`src/rtl/rom_arbiter_pkg.sv`:
```
// rom_arbiter shared types: sequencer states and requester count.
// Imported by the arbiter top and the two-way picker.
package rom_arbiter_pkg;

  localparam int NUM_REQ = 2;

  typedef enum logic [1:0] {
    IDLE  = 2'd0,
    PEND0 = 2'd1,
    PEND1 = 2'd2
  } state_t;

endpackage

```
`src/rtl/rom_arbiter_if.sv`:
```
// Requester-side bundle of rom_arbiter: fetch (0) and load (1) ports.
// master = requesters, slave = arbiter.
interface rom_arbiter_if #(
  parameter int ADDR_WIDTH = 8,
  parameter int DATA_WIDTH = 32
);

  logic                  req0_valid;
  logic                  req0_ready;
  logic [ADDR_WIDTH-1:0] req0_addr;
  logic                  rsp0_valid;
  logic                  rsp0_ready;
  logic [DATA_WIDTH-1:0] rsp0_data;

  logic                  req1_valid;
  logic                  req1_ready;
  logic [ADDR_WIDTH-1:0] req1_addr;
  logic                  rsp1_valid;
  logic                  rsp1_ready;
  logic [DATA_WIDTH-1:0] rsp1_data;

  modport master (
    output req0_valid, req0_addr, rsp0_ready,
    output req1_valid, req1_addr, rsp1_ready,
    input  req0_ready, rsp0_valid, rsp0_data,
    input  req1_ready, rsp1_valid, rsp1_data
  );

  modport slave (
    input  req0_valid, req0_addr, rsp0_ready,
    input  req1_valid, req1_addr, rsp1_ready,
    output req0_ready, rsp0_valid, rsp0_data,
    output req1_ready, rsp1_valid, rsp1_data
  );

endinterface

```
`src/rtl/rom_arb_pick2.sv`:
```
// Combinational two-way picker: one-hot grant from valid[1:0].
// On a tie, ptr=0 favours port 0 and ptr=1 favours port 1.
module rom_arb_pick2
  import rom_arbiter_pkg::*;
(
  input  logic [NUM_REQ-1:0] valid,
  input  logic               ptr,
  output logic [NUM_REQ-1:0] grant
);

  always_comb begin
    grant = '0;
    unique case (1'b1)
      (valid == 2'b11): grant = ptr ? 2'b10 : 2'b01;
      (valid == 2'b01): grant = 2'b01;
      (valid == 2'b10): grant = 2'b10;
      default:          grant = '0;
    endcase
  end

endmodule

```
`src/rtl/rom_arbiter.sv`:
```
// Two-port arbiter/sequencer for the single-ported boot ROM.
// Define ROM_ARB_RR_EN for round-robin ties; default is fixed priority.
module rom_arbiter
  import rom_arbiter_pkg::*;
#(
  parameter int ADDR_WIDTH = 8,
  parameter int DATA_WIDTH = 32
) (
  input  logic                  clk,
  input  logic                  rst,
  rom_arbiter_if.slave          bus,
  output logic                  rom_ce,
  output logic [ADDR_WIDTH-1:0] rom_addr,
  input  logic [DATA_WIDTH-1:0] rom_dout
);

  state_t             state;
  logic               ptr;
  logic               free;
  logic [NUM_REQ-1:0] valid;
  logic [NUM_REQ-1:0] pick;
  logic [NUM_REQ-1:0] grant;

  assign bus.rsp0_valid = (state == PEND0);
  assign bus.rsp1_valid = (state == PEND1);
  assign bus.rsp0_data  = rom_dout;
  assign bus.rsp1_data  = rom_dout;

  // The slot frees in the same cycle the pending response handshakes.
  assign free = (state == IDLE)
              | (bus.rsp0_valid & bus.rsp0_ready)
              | (bus.rsp1_valid & bus.rsp1_ready);

  assign valid = {bus.req1_valid, bus.req0_valid};

  rom_arb_pick2 u_pick (
    .valid (valid),
    .ptr   (ptr),
    .grant (pick)
  );

  assign grant = (free && !rst) ? pick : '0;

  assign bus.req0_ready = grant[0];
  assign bus.req1_ready = grant[1];
  assign rom_ce         = |grant;
  assign rom_addr       = grant[1] ? bus.req1_addr :
                          grant[0] ? bus.req0_addr : '0;

  always_ff @(posedge clk) begin
    if (rst) begin
      state <= IDLE;
    end else if (grant[0]) begin
      state <= PEND0;
    end else if (grant[1]) begin
      state <= PEND1;
    end else if (free) begin
      state <= IDLE;
    end
  end

`ifdef ROM_ARB_RR_EN
  // Pointer favours the port that did not win the latest grant.
  always_ff @(posedge clk) begin
    if (rst) begin
      ptr <= 1'b0;
    end else if (|grant) begin
      ptr <= grant[0];
    end
  end
`else
  assign ptr = 1'b0;
`endif

endmodule

```
`src/flat_wrapper.sv`:
```
// flat-port wrapper written by rule: the top's interface ports become plain ports
module rom_arbiter_flat import rom_arbiter_pkg::*;
#(
  parameter int ADDR_WIDTH = 8,
  parameter int DATA_WIDTH = 32
)
  (clk, rst, rom_ce, rom_addr, rom_dout, bus_req0_valid, bus_req0_addr, bus_rsp0_ready, bus_req1_valid, bus_req1_addr, bus_rsp1_ready, bus_req0_ready, bus_rsp0_valid, bus_rsp0_data, bus_req1_ready, bus_rsp1_valid, bus_rsp1_data);
  rom_arbiter_if #(.ADDR_WIDTH(ADDR_WIDTH), .DATA_WIDTH(DATA_WIDTH)) bus_i ();
  input  logic clk;
  input  logic rst;
  output logic rom_ce;
  output logic [ADDR_WIDTH-1:0] rom_addr;
  input  logic [DATA_WIDTH-1:0] rom_dout;
  input wire logic [$bits(bus_i.req0_valid)-1:0] bus_req0_valid;
  input wire logic [$bits(bus_i.req0_addr)-1:0] bus_req0_addr;
  input wire logic [$bits(bus_i.rsp0_ready)-1:0] bus_rsp0_ready;
  input wire logic [$bits(bus_i.req1_valid)-1:0] bus_req1_valid;
  input wire logic [$bits(bus_i.req1_addr)-1:0] bus_req1_addr;
  input wire logic [$bits(bus_i.rsp1_ready)-1:0] bus_rsp1_ready;
  output wire logic [$bits(bus_i.req0_ready)-1:0] bus_req0_ready;
  output wire logic [$bits(bus_i.rsp0_valid)-1:0] bus_rsp0_valid;
  output wire logic [$bits(bus_i.rsp0_data)-1:0] bus_rsp0_data;
  output wire logic [$bits(bus_i.req1_ready)-1:0] bus_req1_ready;
  output wire logic [$bits(bus_i.rsp1_valid)-1:0] bus_rsp1_valid;
  output wire logic [$bits(bus_i.rsp1_data)-1:0] bus_rsp1_data;
  assign bus_i.req0_valid = bus_req0_valid;
  assign bus_i.req0_addr = bus_req0_addr;
  assign bus_i.rsp0_ready = bus_rsp0_ready;
  assign bus_i.req1_valid = bus_req1_valid;
  assign bus_i.req1_addr = bus_req1_addr;
  assign bus_i.rsp1_ready = bus_rsp1_ready;
  assign bus_req0_ready = bus_i.req0_ready;
  assign bus_rsp0_valid = bus_i.rsp0_valid;
  assign bus_rsp0_data = bus_i.rsp0_data;
  assign bus_req1_ready = bus_i.req1_ready;
  assign bus_rsp1_valid = bus_i.rsp1_valid;
  assign bus_rsp1_data = bus_i.rsp1_data;
  rom_arbiter #(.ADDR_WIDTH(ADDR_WIDTH), .DATA_WIDTH(DATA_WIDTH)) u_core (.clk(clk), .rst(rst), .bus(bus_i), .rom_ce(rom_ce), .rom_addr(rom_addr), .rom_dout(rom_dout));
endmodule
```
`config.mk`:
```
export PLATFORM = sky130hd
export DESIGN_NAME = rom_arbiter_flat
export DESIGN_NICKNAME = d
export VERILOG_FILES = /design/src/rtl/rom_arbiter_pkg.sv /design/src/rtl/rom_arbiter_if.sv /design/src/rtl/rom_arb_pick2.sv /design/src/rtl/rom_arbiter.sv /design/src/flat_wrapper.sv
export SDC_FILE = /design/constraint.sdc
export NUM_CORES = 1
export LEC_CHECK = 0
export BUFFER_PORTS_ARGS = -buffer_cell sky130_fd_sc_hd__buf_2
export CAP_MARGIN = 20
export CELL_PAD_IN_SITES_DETAIL_PLACEMENT = 1
export CELL_PAD_IN_SITES_GLOBAL_PLACEMENT = 1
export CORE_UTILIZATION = 18
export CTS_CLUSTER_SIZE = 28
export DETAILED_ROUTE_END_ITERATION = 10
export PLACE_DENSITY_LB_ADDON = 0.08
export SLEW_MARGIN = 20
export SYNTH_ARGS = -nofsm -noshare
export SYNTH_HDL_FRONTEND = slang
export SYNTH_HIERARCHICAL = 1
export SYNTH_SLANG_ARGS = --single-unit
```
`constraint.sdc`:
```
create_clock -name clk -period 2.1 [get_ports clk]
set_clock_uncertainty 0.2 [all_clocks]
set_input_delay 0 -clock clk [delete_from_list [all_inputs] [get_ports clk]]
set_output_delay 0 -clock clk [all_outputs]
set_load 0.02 [all_outputs]
```
=== Word level (Yosys, flattened, before mapping) ===
Index checks and enable logic that the tools add are counted.

* Bits of input ports: 54
* Output and inout bits: 77
* Logic and storage cells: 26
* Register bits after elaboration: 2

* Mux-type cells: 7
* Reduce and logical (&&, ||, !) cells: 8
* Eq/ne operators: 5
* Bitwise gates (word level): 4

{| class="wikitable"
|+ Operators with widths
! operator !! count
|-
| two-way mux 8 bit || 2
|-
| == test 2 bit (second input constant) || 3
|-
| two-way mux 2 bit || 3
|-
| OR reduction 2 bit || 3
|-
| == test 2 x 1 -> 1 bit (second input constant) || 2
|-
| case mux 2 bit (2 select lines) || 1
|-
| nonzero test 3 bit || 1
|-
| bitwise AND 1 bit || 2
|-
| zero test 2 bit || 1
|-
| OR 1 bit || 2
|-
| nonzero test 2 bit || 1
|-
| logical AND 1 bit || 1
|-
| zero test 1 bit || 1
|-
| two-way mux 1 bit || 1
|}

=== Longest topological paths before layout ===
Gate-level depths: netlist of run 1.

* Depth after elaboration: 8
* Mapped depth: 6
* Depth with buffers taken out: 5

=== Modules after synthesis ===
Netlist of run 1, hierarchy kept.

{| class="wikitable"
|+ By module, submodules not included
! module !! seq. area each (um^2) !! times used !! area each (um^2) !! cells an instance
|-
| rom_arbiter || 40.0 || 1 || 837.1 || 106
|-
| rom_arb_pick2 || 0.0 || 1 || 18.8 || 3
|}

=== Worst setup path after synthesis of run 1 ===
No wires, ideal clock.

* Path type: register to output
* Start point: register u_core.state[1]
* End point: output port bus_req1_ready
* Arrival: 1160 ps
* Stages on the path, launching flop included: 4
* Path slack: 740 ps
* Cells stage by stage: dfxtp_1 -> nand2b_2 -> o21a_1 -> nor3b_1

* Cells in the longest elaborated chain, start to end: 6

{| class="wikitable"
|+ RTL lines
! what !! RTL line !! RTL
|-
| start: declaration || rom_arbiter.sv:17 || <nowiki>state_t state;</nowiki>
|-
| start signal: assignment || rom_arbiter.sv:52 || <nowiki>state <= IDLE;</nowiki>
|-
| start signal: assignment || rom_arbiter.sv:54 || <nowiki>state <= PEND0;</nowiki>
|-
| start signal: assignment || rom_arbiter.sv:56 || <nowiki>state <= PEND1;</nowiki>
|-
| == test 2 x 1 -> 1 bit || rom_arbiter.sv:24 || <nowiki>assign bus.rsp0_valid = (state == PEND0);</nowiki>
|-
| bitwise AND 1 bit || rom_arbiter.sv:31 || <nowiki>| (bus.rsp0_valid & bus.rsp0_ready)</nowiki>
|-
| OR 1 bit || rom_arbiter.sv:31 ||
|-
| OR 1 bit * || rom_arbiter.sv:32 || <nowiki>| (bus.rsp1_valid & bus.rsp1_ready);</nowiki>
|-
| logical AND 1 bit * || rom_arbiter.sv:42 || <nowiki>assign grant = (free && !rst) ? pick : '0;</nowiki>
|-
| two-way mux 2 bit * || rom_arbiter.sv:42 ||
|-
| end: declaration || flat_wrapper.sv:23 || <nowiki>output wire logic [$bits(bus_i.req1_ready)-1:0] bus_req1_ready;</nowiki>
|}

Mark *: on every way between the ends. The rest lies on a longest branch, timed or not.

=== Worst setup path in the final report of run 1 ===
Same ends and word-level chain as after synthesis.

==> run_results.csv, run 1 <==
group,metric,value,unit
route,drc_errors,9,
route,drt_first_pass_iters,7,
grt,antenna_found_initial,0,
die,placeableCoreArea,0.004474,mm²
timing,slew_headroom,59.47,%
die,num_rows,24,
timing,whs,0.02141,ns
grt,grt_start_max_net_pins,14,
min_path,holdCritPathClass,"input port to flip-flop",
setup_path,r2r-start,"u_core/state[1]$_SDFFE_PP0P_",
clock_network,cts_max_level,1,
route,wl_per_cell,11.65,µm
die,die_y,70.96,µm
setup_path,crit_slowest_cell,"o21a_1",
synth,yosys_warnings,6,
cells_and_area,diodes,0,
setup_path,start_kind,"flip-flop",
synth,synthCells,109,
grt,grt_pass1_wl,2.898,mm
clock_network,post_cts_buffers,0,
min_path,hold_path_end,"u_core/state[1]$_SDFFE_PP0P_",
setup_path,crit_path_end_kind,"output pin",
setup_path,r2r_slack,0.78,ns
cells_and_area,top_regs,"u_core/state x2",
die,io_pins,131,
grt,overflow,0,
placed_design,gp_congestion,0.7107,
route,via_count,673,
synth,synth-seq-cells,2,
power,p_leak,0.4355,nW
grt,grt_pass1_vias,652,
cells_and_area,fill_cells,538,
clock_network,ctsLongestPathBuffers,2,
run_status,outcome,"finished with violations",
clock_network,clock_latency,0.21,ns
setup_path,crit_fanout,11,
timing,tns,0,ns
placed_design,place_hpwl,1.356,mm
route,ant_nets,0,
grt,grtUsageTotal,7.213,%
min_path,min_path_cells,4,
placed_design,portBuffers,34,
die,die_area,0.005035,mm²
cells_and_area,largest_reg_flops,2,
run_status,violations,"design-rule violations",
clock_network,root_buffer,"clkbuf_8",
setup_path,slowest_delay,0.52,ns
run,drv_cap,0,
synth,synth.distinct_cells,26,
route,avgViaCountPerCell,4.030,
setup_path,cp.arrival,1.59,ns
cells_and_area,syn2layout_area_growth,14.91,%
timing,maxSlewViolCount,0,
timing,max_freq,0.5573,GHz
clock_network,cts_num_sinks,2,
synth,syn_area_per_cell,7.852,µm²
die,fp.dieW,70.96,µm
setup_path,r2r_cells,3,
cells_and_area,layout.nets,171,
cells_and_area,drive_gt1_share,46.96,%
cells_and_area,fin_util,21.98,%
clock_network,clk_pin_slew,0.02,ns
timing,finalCritPeriodShare,85.45,%
clock_network,cts_buffers,3,
setup_path,crit_required,1.90,ns
clock_network,cts_tree,"done",
die,start_util,19.13,%
synth,synth-seq-area-share,4.678,%
setup_path,worstPathCellList,"nor2b_4 -> o21a_1 -> nor3b_1 -> buf_2",
min_path,worstHoldStart,"bus_rsp1_ready",
cells_and_area,multiInputGateArea,310.3,µm²
synth,syn_area,855.8,µm²
route,drt_iter0_markers,32,
timing,finalCriticalPeriod,1.794,ns
timing,max_slew.worst_pin.slew,0.6079,ns
cells_and_area,regMostFlops,"u_core/state",
power,power_density,472.5,mW/mm²
setup_path,reg2reg_to,"u_core/state[1]$_SDFFE_PP0P_",
timing,finalHoldViolCount,0,
setup_path,worstSetupPathType,"flip-flop to output pin",
cells_and_area,ff_latch_area,40.04,µm²
timing,setup_viol,0,
timing,rsz0062_at_grt,"false",
power,peakVddDrop,0.4540,mV
route,wirelength,1.945,mm
[final cells by class]
type / count / share of cell area [%]
clock buffer: 3 / 4.198
inverter: 1 / 0.3817
multi-input combinational: 39 / 31.55
sequential: 2 / 4.071
tap: 52 / 6.616
timing repair buffer: 70 / 53.18
[per-stage QoR]
step | power [mW] | setup slack (ns) | area, µm² | std cells
global placement | 0.1785 | 0.5500 | 611.8 | 131
global route | 0.4924 | 0.1826 | 983.4 | 167
CTS | 0.4733 | 0.2738 | 983.4 | 167
finish | 0.4647 | 0.3056 | 983.4 | 167
floorplan | 0.3036 | 0.7397 | 859.6 | 110
detailed placement | 0.1771 | 0.4989 | 611.8 | 131
[layout by cell type (no fill, tap or decap), drive strengths merged]
cell and instances:
dlygate4sd3 33, clkbuf 3, a21oi 2, buf 37, inv 1, nand2b 2
nor3b 3, a21boi 2, a2111oi 1, o21ai 1, o21a 1, nor3 10
dfxtp 2, a22oi 8, and2b 1, nor2b 3, conb 2, or2b 1
nor2 2
[cell families (layout without fill, tap and decap cells)]
family / Yosys count / count (layout) / synth area share, %
other: 1 / 2 / 0.4382
AO/OA/AOI/OAI: 15 / 15 / 13.60
AND/OR/NAND/NOR: 22 / 22 / 21.78
flip-flops: 2 / 2 / 4.679
buffers and inverters: 69 / 74 / 59.50
[how the worst max path moves through the flow]
stage | to | cells after the start | startpoint
floorplan | bus_req1_ready | 3 | u_core/state[1]$_SDFFE_PP0P_
global placement | rom_addr[6] | 4 | u_core/state[1]$_SDFFE_PP0P_
detailed placement | bus_req1_ready | 4 | u_core/state[1]$_SDFFE_PP0P_
CTS | bus_req1_ready | 4 | u_core/state[1]$_SDFFE_PP0P_
global route | rom_addr[3] | 4 | u_core/state[1]$_SDFFE_PP0P_
finish | bus_req1_ready | 4 | u_core/state[1]$_SDFFE_PP0P_
[repair_timing]
action                    4_1_cts  5_1_grt
hold endpoints to repair       66        0
hold buffers                   33        0
gates resized for setup         0        0
[cell usage after synthesis]
cell type / instances / area (µm²)
a2111oi_2: 1 / 15.01
a21boi_0: 1 / 7.510
a21boi_1: 1 / 7.510
a21oi_1: 2 / 10.01
a22oi_1: 8 / 60.06
and2b_1: 1 / 7.510
buf_2: 1 / 5.000
buf_4: 64 / 480.5
buf_6: 1 / 11.26
clkbuf_1: 1 / 3.750
clkbuf_2: 1 / 5.000
conb_1: 1 / 3.750
dfxtp_1: 2 / 40.04
inv_1: 1 / 3.750
nand2b_1: 1 / 6.260
nand2b_2: 1 / 8.760
nor2_1: 2 / 7.510
nor2b_1: 2 / 12.51
nor2b_4: 1 / 13.76
nor3_1: 1 / 5.000
nor3_2: 9 / 90.09
nor3b_1: 2 / 15.01
nor3b_2: 1 / 12.51
o21a_1: 1 / 7.510
o21ai_2: 1 / 8.760
or2b_1: 1 / 7.510
[worst max-delay path, delay by kind of cell, from the launching register on]
family                 cells  cell delay [ns]
AND/OR/NAND/NOR            2             0.29
flip-flops                 1             0.39
AO/OA/AOI/OAI              1             0.52
buffers and inverters      1             0.18
[power breakdown]
| group | internal (mW) | total (mW) | switching, mW |
|---|---|---|---|
| sequential | 0.0410 | 0.0454 | 0.00438 |
| combinational | 0.0961 | 0.272 | 0.175 |
| clock | 0.121 | 0.148 | 0.0268 |
[layer usage]
| layer | up-vias | share of wire, % | global-route usage, % |
|---|---|---|---|
| li1 | 310 | - | - |
| met1 | 291 | 33 | 7.877 |
| met2 | 70 | 53 | 12.50 |
| met3 | 2 | 14 | 3.419 |
| met4 | 0 | 0.72 | 2.000 |
| met5 | - | 0 | 0 |
No activity file was read; power rests on OpenSTA's default activity.
==> inputs of run 2 (changes only) <==
BUFFER_PORTS_ARGS = -buffer_cell sky130_fd_sc_hd__clkbuf_2   (was -buffer_cell sky130_fd_sc_hd__buf_2)
==> run_results.csv, run 2 (synthesis results as in run 1) <==
group,metric,value,unit
run_status,outcome,"finished with violations",
run_status,violations,"design-rule violations",
setup_path,crit_required,1.90,ns
timing,finalCritPeriodShare,83.64,%
route,drc_errors,10,
cells_and_area,syn2layout_area_growth,15.79,%
placed_design,gp_congestion,0.7731,
cells_and_area,top_regs,"u_core/state x2",
timing,rsz0062_at_grt,"false",
cells_and_area,diodes,0,
route,wl_per_cell,12.08,µm
cells_and_area,layout_common_cells,"clkbuf_2, dlygate4sd3_1, nor3_2",
setup_path,critPathLaunch,"u_core/state[1]$_SDFFE_PP0P_",
power,power_frac_comb,58.5,%
setup_path,endpoint,"rom_ce",
setup_path,r2r-start,"u_core/state[1]$_SDFFE_PP0P_",
clock_network,ctsLongestPathBuffers,2,
clock_network,clock_latency,0.21,ns
clock_network,cts_max_level,1,
clock_network,clk_pin_slew,0.03,ns
timing,finalHoldViolCount,0,
min_path,holdCritPathClass,"input port to flip-flop",
cells_and_area,fill_cells,520,
grt,grt_start_max_net_pins,14,
grt,grt_pass1_vias,659,
setup_path,r2r_cells,3,
cells_and_area,largest_reg_flops,2,
timing,finalCriticalPeriod,1.756,ns
timing,max_freq,0.5693,GHz
die,placeableCoreArea,0.004474,mm²
run,drv_cap,0,
die,die_y,70.96,µm
cells_and_area,regMostFlops,"u_core/state",
setup_path,critical_path_buf_inv_count,2,
setup_path,reg2reg_to,"u_core/state[1]$_SDFFE_PP0P_",
grt,antenna_found_initial,0,
clock_network,cts_num_sinks,2,
route,drt_first_pass_iters,7,
timing,setup_viol,0,
power,clkPwrFrac,31.9,%
cells_and_area,final_common_cell,"clkbuf_2",
clock_network,post_cts_buffers,0,
die,io_pins,131,
grt,grt_use_met3,1.994,%
setup_path,worstPathCellList,"nand2b_2 -> o21a_1 -> buf_4 -> nor3_2 -> clkbuf_2",
route,wirelength,2.030,mm
route,via_count,674,
placed_design,portBuffers,34,
setup_path,cp_top_family,"buffers and inverters",
grt,overflow,0,
power,power.share.switching,44.69,%
power,peakVddDrop,0.1489,mV
route,avgViaCountPerCell,4.012,
clock_network,cts_buffers,3,
cells_and_area,drive_gt1_share,47.41,%
timing,tns,0,ns
grt,grt.met2_usage,14.10,%
setup_path,cp.arrival,1.56,ns
clock_network,cts_resized,0,
clock_network,cts_tree,"done",
grt,grt_pass1_wl,3.015,mm
timing,whs,0.03011,ns
power,p_seq_share,9.6,%
power,power,0.4694,mW
die,num_rows,24,
timing,maxSlewViolCount,0,
setup_path,start_kind,"flip-flop",
setup_path,worstSetupPathType,"flip-flop to output pin",
setup_path,crit_fanout,7,
clock_network,root_buffer,"clkbuf_8",
grt,grt.busiest_layer,"met2",
die,start_util,19.13,%
setup_path,slowest_delay,0.37,ns
power,p_leak,0.4373,nW
clock_network,ctsHoldBuffers,33,
grt,grtUsageMet1,8.226,%
power,p_int,0.2596,mW
route,ant_nets,0,
cells_and_area,layout.nets,172,
setup_path,crit_path_end_kind,"output pin",
setup_path,r2r_slack,0.82,ns
route,drt_iter0_markers,35,
setup_path,crit_slowest_cell,"dfxtp_1",
die,fp.dieW,70.96,µm
die,die_area,0.005035,mm²
grt,grtUsageTotal,7.662,%
setup_path,path_depth,5,
power,p_switching,0.2098,mW
power,power_density,473.7,mW/mm²
placed_design,place_hpwl,1.411,mm
[run 2: through the flow]
stage,worst slack [ns],std cells,area [µm²],util (%)
after detailed placement,0.5338,132,619.3,13.84
after global placement,0.5557,132,619.3,13.84
after global routing,0.2325,168,991.0,22.15
after CTS,0.3154,168,991.0,22.15
final,0.3436,168,991.0,22.15
after floorplan,0.7397,110,859.6,-
[run 2: power by group through the flow]
stage | combinational, mW | sequential [mW] | clock [mW]
floorplan | 0.259 | 0.0446 | 0
CTS | 0.278 | 0.0453 | 0.156
detailed placement | 0.134 | 0.0457 | 0
finish | 0.275 | 0.0452 | 0.150
global route | 0.293 | 0.0459 | 0.157
global placement | 0.134 | 0.0459 | 0
[run 2: layout make-up]
class                   count  area [µm²]  share of cell area, %
multi-input cells          39       310.3                  31.31
well taps                  52       65.06                  6.566
clock buffers               3       41.29                  4.167
flip-flops and latches      2       40.04                  4.040
inverters                   1       3.754                 0.3788
repair buffers             71       530.5                  53.54
[run 2: tightest hold or removal path: stages]
cell       delay, ns
clkbuf_2        0.13
nor2b_4         0.05
o21ai_2         0.13
a2111oi_2       0.06
[run 2: worst min path at each step]
stage,slack [ns],startpoint,cells after the start,end
after floorplan,-0.15,rst,1,bus_req0_ready
after global placement,-0.20,rom_dout[21],0,bus_rsp0_data[21]
after detailed placement,-0.20,rom_dout[21],0,bus_rsp0_data[21]
after CTS,0.04,bus_rsp1_ready,4,u_core/state[1]$_SDFFE_PP0P_
after global routing,0.05,bus_rsp1_ready,4,u_core/state[1]$_SDFFE_PP0P_
final,0.03,bus_rsp1_ready,4,u_core/state[1]$_SDFFE_PP0P_
[run 2: per-layer routing]
| metal | wire length [µm] | vias to the layer above |
|---|---|---|
| met5 | 0 | - |
| met4 | 0 | 0 |
| met3 | 201 | 0 |
| met2 | 1134 | 70 |
| met1 | 694 | 295 |
| li1 | - | 309 |
